File: src/rtl/mem_stage_pkg.sv
// mem_stage_pkg: op codes, FSM state encoding and default widths for the memory access stage
package mem_stage_pkg;
    localparam int DEF_DATA_W = 16;
    localparam int DEF_ADDR_W = 8;
    typedef enum logic [1:0] {
        OP_LW = 2'b00,
        OP_SW = 2'b01,
        OP_LB = 2'b10,
        OP_SB = 2'b11
    } op_t;
    typedef enum logic [2:0] {
        IDLE,
        LOAD,
        STORE,
        RMW_RD,
        RMW_WR
    } state_t;
endpackage

File: src/rtl/mem_byte_lane.sv
// mem_byte_lane: byte extraction with optional sign extension and byte-lane merge for a 16-bit word
module mem_byte_lane
    import mem_stage_pkg::*;
#(
    parameter int DATA_W = DEF_DATA_W
) (
    input  logic [DATA_W-1:0] word,
    input  logic [7:0]        lane_byte,
    input  logic              hi,
    input  logic              sext,
    output logic [DATA_W-1:0] ext,
    output logic [DATA_W-1:0] merged
);
    logic [7:0] lane;
    // pick the addressed lane, extend it, and build the word with that lane replaced
    always_comb begin
        lane   = hi ? word[15:8] : word[7:0];
        ext    = {{(DATA_W-8){sext & lane[7]}}, lane};
        merged = hi ? {lane_byte, word[7:0]} : {word[15:8], lane_byte};
    end
endmodule

File: src/rtl/mem_access_stage.sv
// mem_access_stage: one-request-at-a-time load/store stage driving a combinational-read data memory
module mem_access_stage
    import mem_stage_pkg::*;
#(
    parameter int DATA_W    = DEF_DATA_W,
    parameter int ADDR_W    = DEF_ADDR_W,
    parameter int TAG_W     = 3,
    parameter bit LB_SIGNED = 1'b1
) (
    input  logic              clk,
    input  logic              rst,
    input  logic              req_valid,
    output logic              req_ready,
    input  logic [1:0]        req_op,
    input  logic [ADDR_W-1:0] req_addr,
    input  logic              req_hi,
    input  logic [DATA_W-1:0] req_wdata,
    input  logic [TAG_W-1:0]  req_rd,
    output logic [ADDR_W-1:0] mem_addr,
    output logic              mem_we,
    output logic [DATA_W-1:0] mem_wdata,
    input  logic [DATA_W-1:0] mem_rdata,
    output logic              wb_valid,
    output logic [TAG_W-1:0]  wb_rd,
    output logic [DATA_W-1:0] wb_data
);
    state_t            state;
    op_t               op_q;
    logic [ADDR_W-1:0] addr_q;
    logic              hi_q;
    logic [DATA_W-1:0] wdata_q;
    logic [TAG_W-1:0]  rd_q;
    logic [DATA_W-1:0] merge_q;
    logic [DATA_W-1:0] lane_word;
    logic [DATA_W-1:0] lane_ext;
    logic [DATA_W-1:0] lane_merged;

    // the lane helper sees the captured word while merging, the live read data otherwise
    assign lane_word = (state == RMW_WR) ? merge_q : mem_rdata;

    mem_byte_lane #(.DATA_W(DATA_W)) u_lane (
        .word      (lane_word),
        .lane_byte (wdata_q[7:0]),
        .hi        (hi_q),
        .sext      (LB_SIGNED),
        .ext       (lane_ext),
        .merged    (lane_merged)
    );

    // memory port and handshake decode; reset suppresses any write in flight this cycle
    always_comb begin
        req_ready = (state == IDLE);
        mem_addr  = (state == IDLE) ? '0 : addr_q;
        mem_we    = !rst && (state == STORE || state == RMW_WR);
        mem_wdata = (state == STORE) ? wdata_q : (state == RMW_WR) ? lane_merged : '0;
    end

    // FSM, request latches and writeback registers
    always_ff @(posedge clk) begin
        if (rst) begin
            state    <= IDLE;
            op_q     <= OP_LW;
            addr_q   <= '0;
            hi_q     <= 1'b0;
            wdata_q  <= '0;
            rd_q     <= '0;
            merge_q  <= '0;
            wb_valid <= 1'b0;
            wb_rd    <= '0;
            wb_data  <= '0;
        end else begin
            wb_valid <= 1'b0;
            case (state)
                IDLE: if (req_valid) begin
                    op_q    <= op_t'(req_op);
                    addr_q  <= req_addr;
                    hi_q    <= req_hi;
                    wdata_q <= req_wdata;
                    rd_q    <= req_rd;
                    state   <= (req_op == OP_SW) ? STORE : (req_op == OP_SB) ? RMW_RD : LOAD;
                end
                LOAD: begin
                    wb_data  <= (op_q == OP_LB) ? lane_ext : mem_rdata;
                    wb_rd    <= rd_q;
                    wb_valid <= 1'b1;
                    state    <= IDLE;
                end
                RMW_RD: begin
                    merge_q <= mem_rdata;
                    state   <= RMW_WR;
                end
                default: state <= IDLE;
            endcase
        end
    end
endmodule

File: config.mk
export PLATFORM = sky130hd
export DESIGN_NAME = mem_access_stage
export DESIGN_NICKNAME = d
export VERILOG_FILES = /design/src/rtl/mem_stage_pkg.sv /design/src/rtl/mem_byte_lane.sv /design/src/rtl/mem_access_stage.sv
export SDC_FILE = /design/constraint.sdc
export NUM_CORES = 1
export LEC_CHECK = 0
export ABC_AREA = 1
export CORE_MARGIN = 5
export CORE_UTILIZATION = 45
export CTS_CLUSTER_DIAMETER = 100
export DETAILED_ROUTE_END_ITERATION = 10
export PLACE_DENSITY = 0.8
export SYNTH_ARGS = -nofsm -noshare
export SYNTH_HDL_FRONTEND = slang
export SYNTH_HIERARCHICAL = 1
export SYNTH_SLANG_ARGS = --single-unit
File: constraint.sdc
create_clock -name clk -period 2 [get_ports clk]
set_clock_uncertainty 0.15 [all_clocks]
set_input_delay 0.4 -clock clk [delete_from_list [all_inputs] [get_ports clk]]
set_output_delay 0.4 -clock clk [all_outputs]
set_load 0.02 [all_outputs]
==> impl_metrics.json <==
{
  "outcome": "finished, violations left",
  "violations": "negative setup slack",
  "leakagePower_nw": 2.64,
  "cts.path.max_buffers": 2,
  "irDropWorstVdd_v": 0.000362,
  "ys_warn_count": 6,
  "fillerInstances": 686,
  "cts_made_buffers": 9,
  "drive_gt1_frac": 0.219,
  "drt_iter0_drc": 217,
  "num_vias": 4100,
  "cts_num_sinks": 69,
  "fmax_ghz": 0.425,
  "fin_hold_ws_ns": 0.312,
  "crit_path_end_kind": "output pin",
  "worstPathRequired_ns": 1.45,
  "clk_pin_slew_ns": 0.07,
  "synth.distinct_cells": 24,
  "wl_per_cell_um": 12.9,
  "crit_arrival_ns": 1.80,
  "start_kind": "register",
  "synth_top_area_cell": "dfxtp_1",
  "port_buffers": 94,
  "pre_cts_ws_ns": -0.722,
  "grt_max_degree": 39,
  "core_region_area_mm2": 0.00826,
  "hold_viol": 0,
  "ctsHtreeMaxLevel": 3,
  "ys_top_cells_by_area": "dfxtp_1 36%, nor2_1 16%, nand2_1 15%",
  "detail-route-antenna-nets": 0,
  "setup_tns_ns": -6.52,
  "syn_inst": 626,
  "die_w_um": 102,
  "die_y_um": 102,
  "grt_pass1_wl_um": 18100,
  "clock_latency_ns": 0.35,
  "utilization": 0.675,
  "synthXorXnorAreaFrac": 0,
  "yosysSeqAreaShare": 0.359,
  "drcViolationCount": 0,
  "hold_class": "reg2reg",
  "cts_root_buffer": "clkbuf_8",
  "rsz0062_at_grt": "yes",
  "syn_area_per_cell_um2": 6.14,
  "postCtsHoldBufs": 0,
  "die_area_mm2": 0.0105,
  "firstDrtPassIters": 5,
  "placed_cells": 823,
  "antenna_found_initial": 0,
  "grt_util_all_layers": 0.215,
  "clockPowerShare": 0.321,
  "gp_congestion": 0.931,
  "synth_top_family_by_area": "simple AND/OR/NAND/NOR gates",
  "io_pins": 95,
  "maxSlewViolCount": 0,
  "maxCapViolCount": 0,
  "seqPwrFrac": 0.430,
  "switching_share": 0.296,
  "yosys-mux-area-fraction": 0,
  "grt_pass1_vias": 3963,
  "min_period_ns": 2.35,
  "final_cell_area_mm2": 0.00558,
  "layout_commonest_cell": "nor2_1",
  "layout_common_cells": "160 x nor2_1, 148 x nand2_1, 73 x inv_1, 68 x clkdlybuf4s50_1, 66 x dfxtp_1",
  "placed_cell_area_mm2": 0.00508,
  "start_util": 0.465,
  "vias_per_cell": 4.83,
  "path_max_fanout": 10,
  "grt.overflow.total": 0,
  "synth_fa_ha_area_frac": 0,
  "power_frac_comb": 0.249,
  "drt_wl_total_um": 11000,
  "setup.worst_path.class": "reg2out",
  "p_total_mw": 3.49,
  "layout.nets": 787,
  "power.switching_mw": 1.03,
  "power_density_mw_per_mm2": 625,
  "diodes": 0,
  "min_period_over_period": 1.18,
  "setup_ws_ns": -0.351,
  "hpwl_um": 7750,
  "yosys.area_share.simple": 0.389,
  "cts_tree": "yes",
  "syn_area_mm2": 0.00384,
  "ys_seq_elements": 69,
  "internal-power_mw": 2.45,
  "syn_to_final_growth_pct": 45.1,
  "rows": 33,
  "netlist.area_leader.share": 0.359,
  "instances_no_fill": 848,
  "syn_nets": 675,
  "setup_violations": 25,
  "synth_compound_area_frac": 0.0947
}
[metal layers]
metal	global-route usage	wire [µm]
met1	0.273	4680
met2	0.353	5200
met3	0.0580	900
met4	0.0737	172
met5	0	0
[kinds of logic (layout without fill, tap and decap cells)]
group | Yosys count | after routing
AND/OR/NAND/NOR | 365 | 365
buffers and inverters | 122 | 239
AO/OA/AOI/OAI | 69 | 69
flip-flops | 69 | 69
other | 1 | 1
[repair_timing]
action | 4_1_cts | 5_1_grt
resized for setup | 170 | 33
pin swaps | 3 | 9
endpoints found under the setup margin | 26 | 34
gates cloned | 2 | 0
buffers inserted | 2 | 5
[power groups by stage]
stage | clock network (mW) | logic [mW] | registers, mW
after floorplan | 0 | 0.479 | 1.55
after global placement | 0 | 0.782 | 1.53
after detailed placement | 0 | 0.796 | 1.53
after CTS | 1.14 | 0.829 | 1.50
after global routing | 1.21 | 0.958 | 1.51
final | 1.12 | 0.870 | 1.50
[state kept, by name (all words and copies together) (netlist names), 2 cells and up]
register  flops
addr_q        8
op_q          2
state         3
wdata_q      16
merge_q      16
wb_rd         3
wb_data      16
rd_q          3
[critical path, stage by stage (launching register included)]
cell     delay [ns]
dfxtp_4        0.37
nor2_8         0.14
nand2_8        0.09
buf_16         0.17
a21oi_2        0.19
nand2_1        0.10
o21ai_2        0.06
nand3_1        0.11
o21ai_2        0.08
buf_4          0.15
[synth_stat cells]
library cell and count:
nor2_1 168, nand2_1 153, inv_1 74, dfxtp_1 69, nand3_1 34, o21ai_1 25
a21oi_1 20, o21ai_0 19, buf_2 14, buf_4 13, buf_6 7, clkbuf_1 7
o21ai_2 5, inv_2 3, inv_6 2, nand2_2 2, nand3_4 2, nor2_8 2
nor3_2 2, buf_8 1, clkbuf_2 1, conb_1 1, nand4_1 1, nor2_2 1
[final cells by class]
class                      instances  area, µm²  area share
multi-input combinational        435       2120       0.380
timing repair buffer             144       1440       0.258
sequential                        69       1390       0.249
inverter                          79        307      0.0550
clock buffer                      11        141      0.0253
tap                              105        131      0.0236
clock inverter                     5       50.0     0.00897
[path summary, 6_finish.rpt]
path | start | endpoint | slack [ns] | depth (start not counted)
worst min-delay path | rd_q[2] | wb_rd[2] | 0.31 | 2
worst min register to register | rd_q[2] | wb_rd[2] | 0.31 | 2
worst max-delay path | state[1] | mem_wdata[12] | -0.35 | 9
worst max register to register | state[1] | wb_data[14] | 0.08 | 12
No activity file was read; power rests on OpenSTA's default activity.
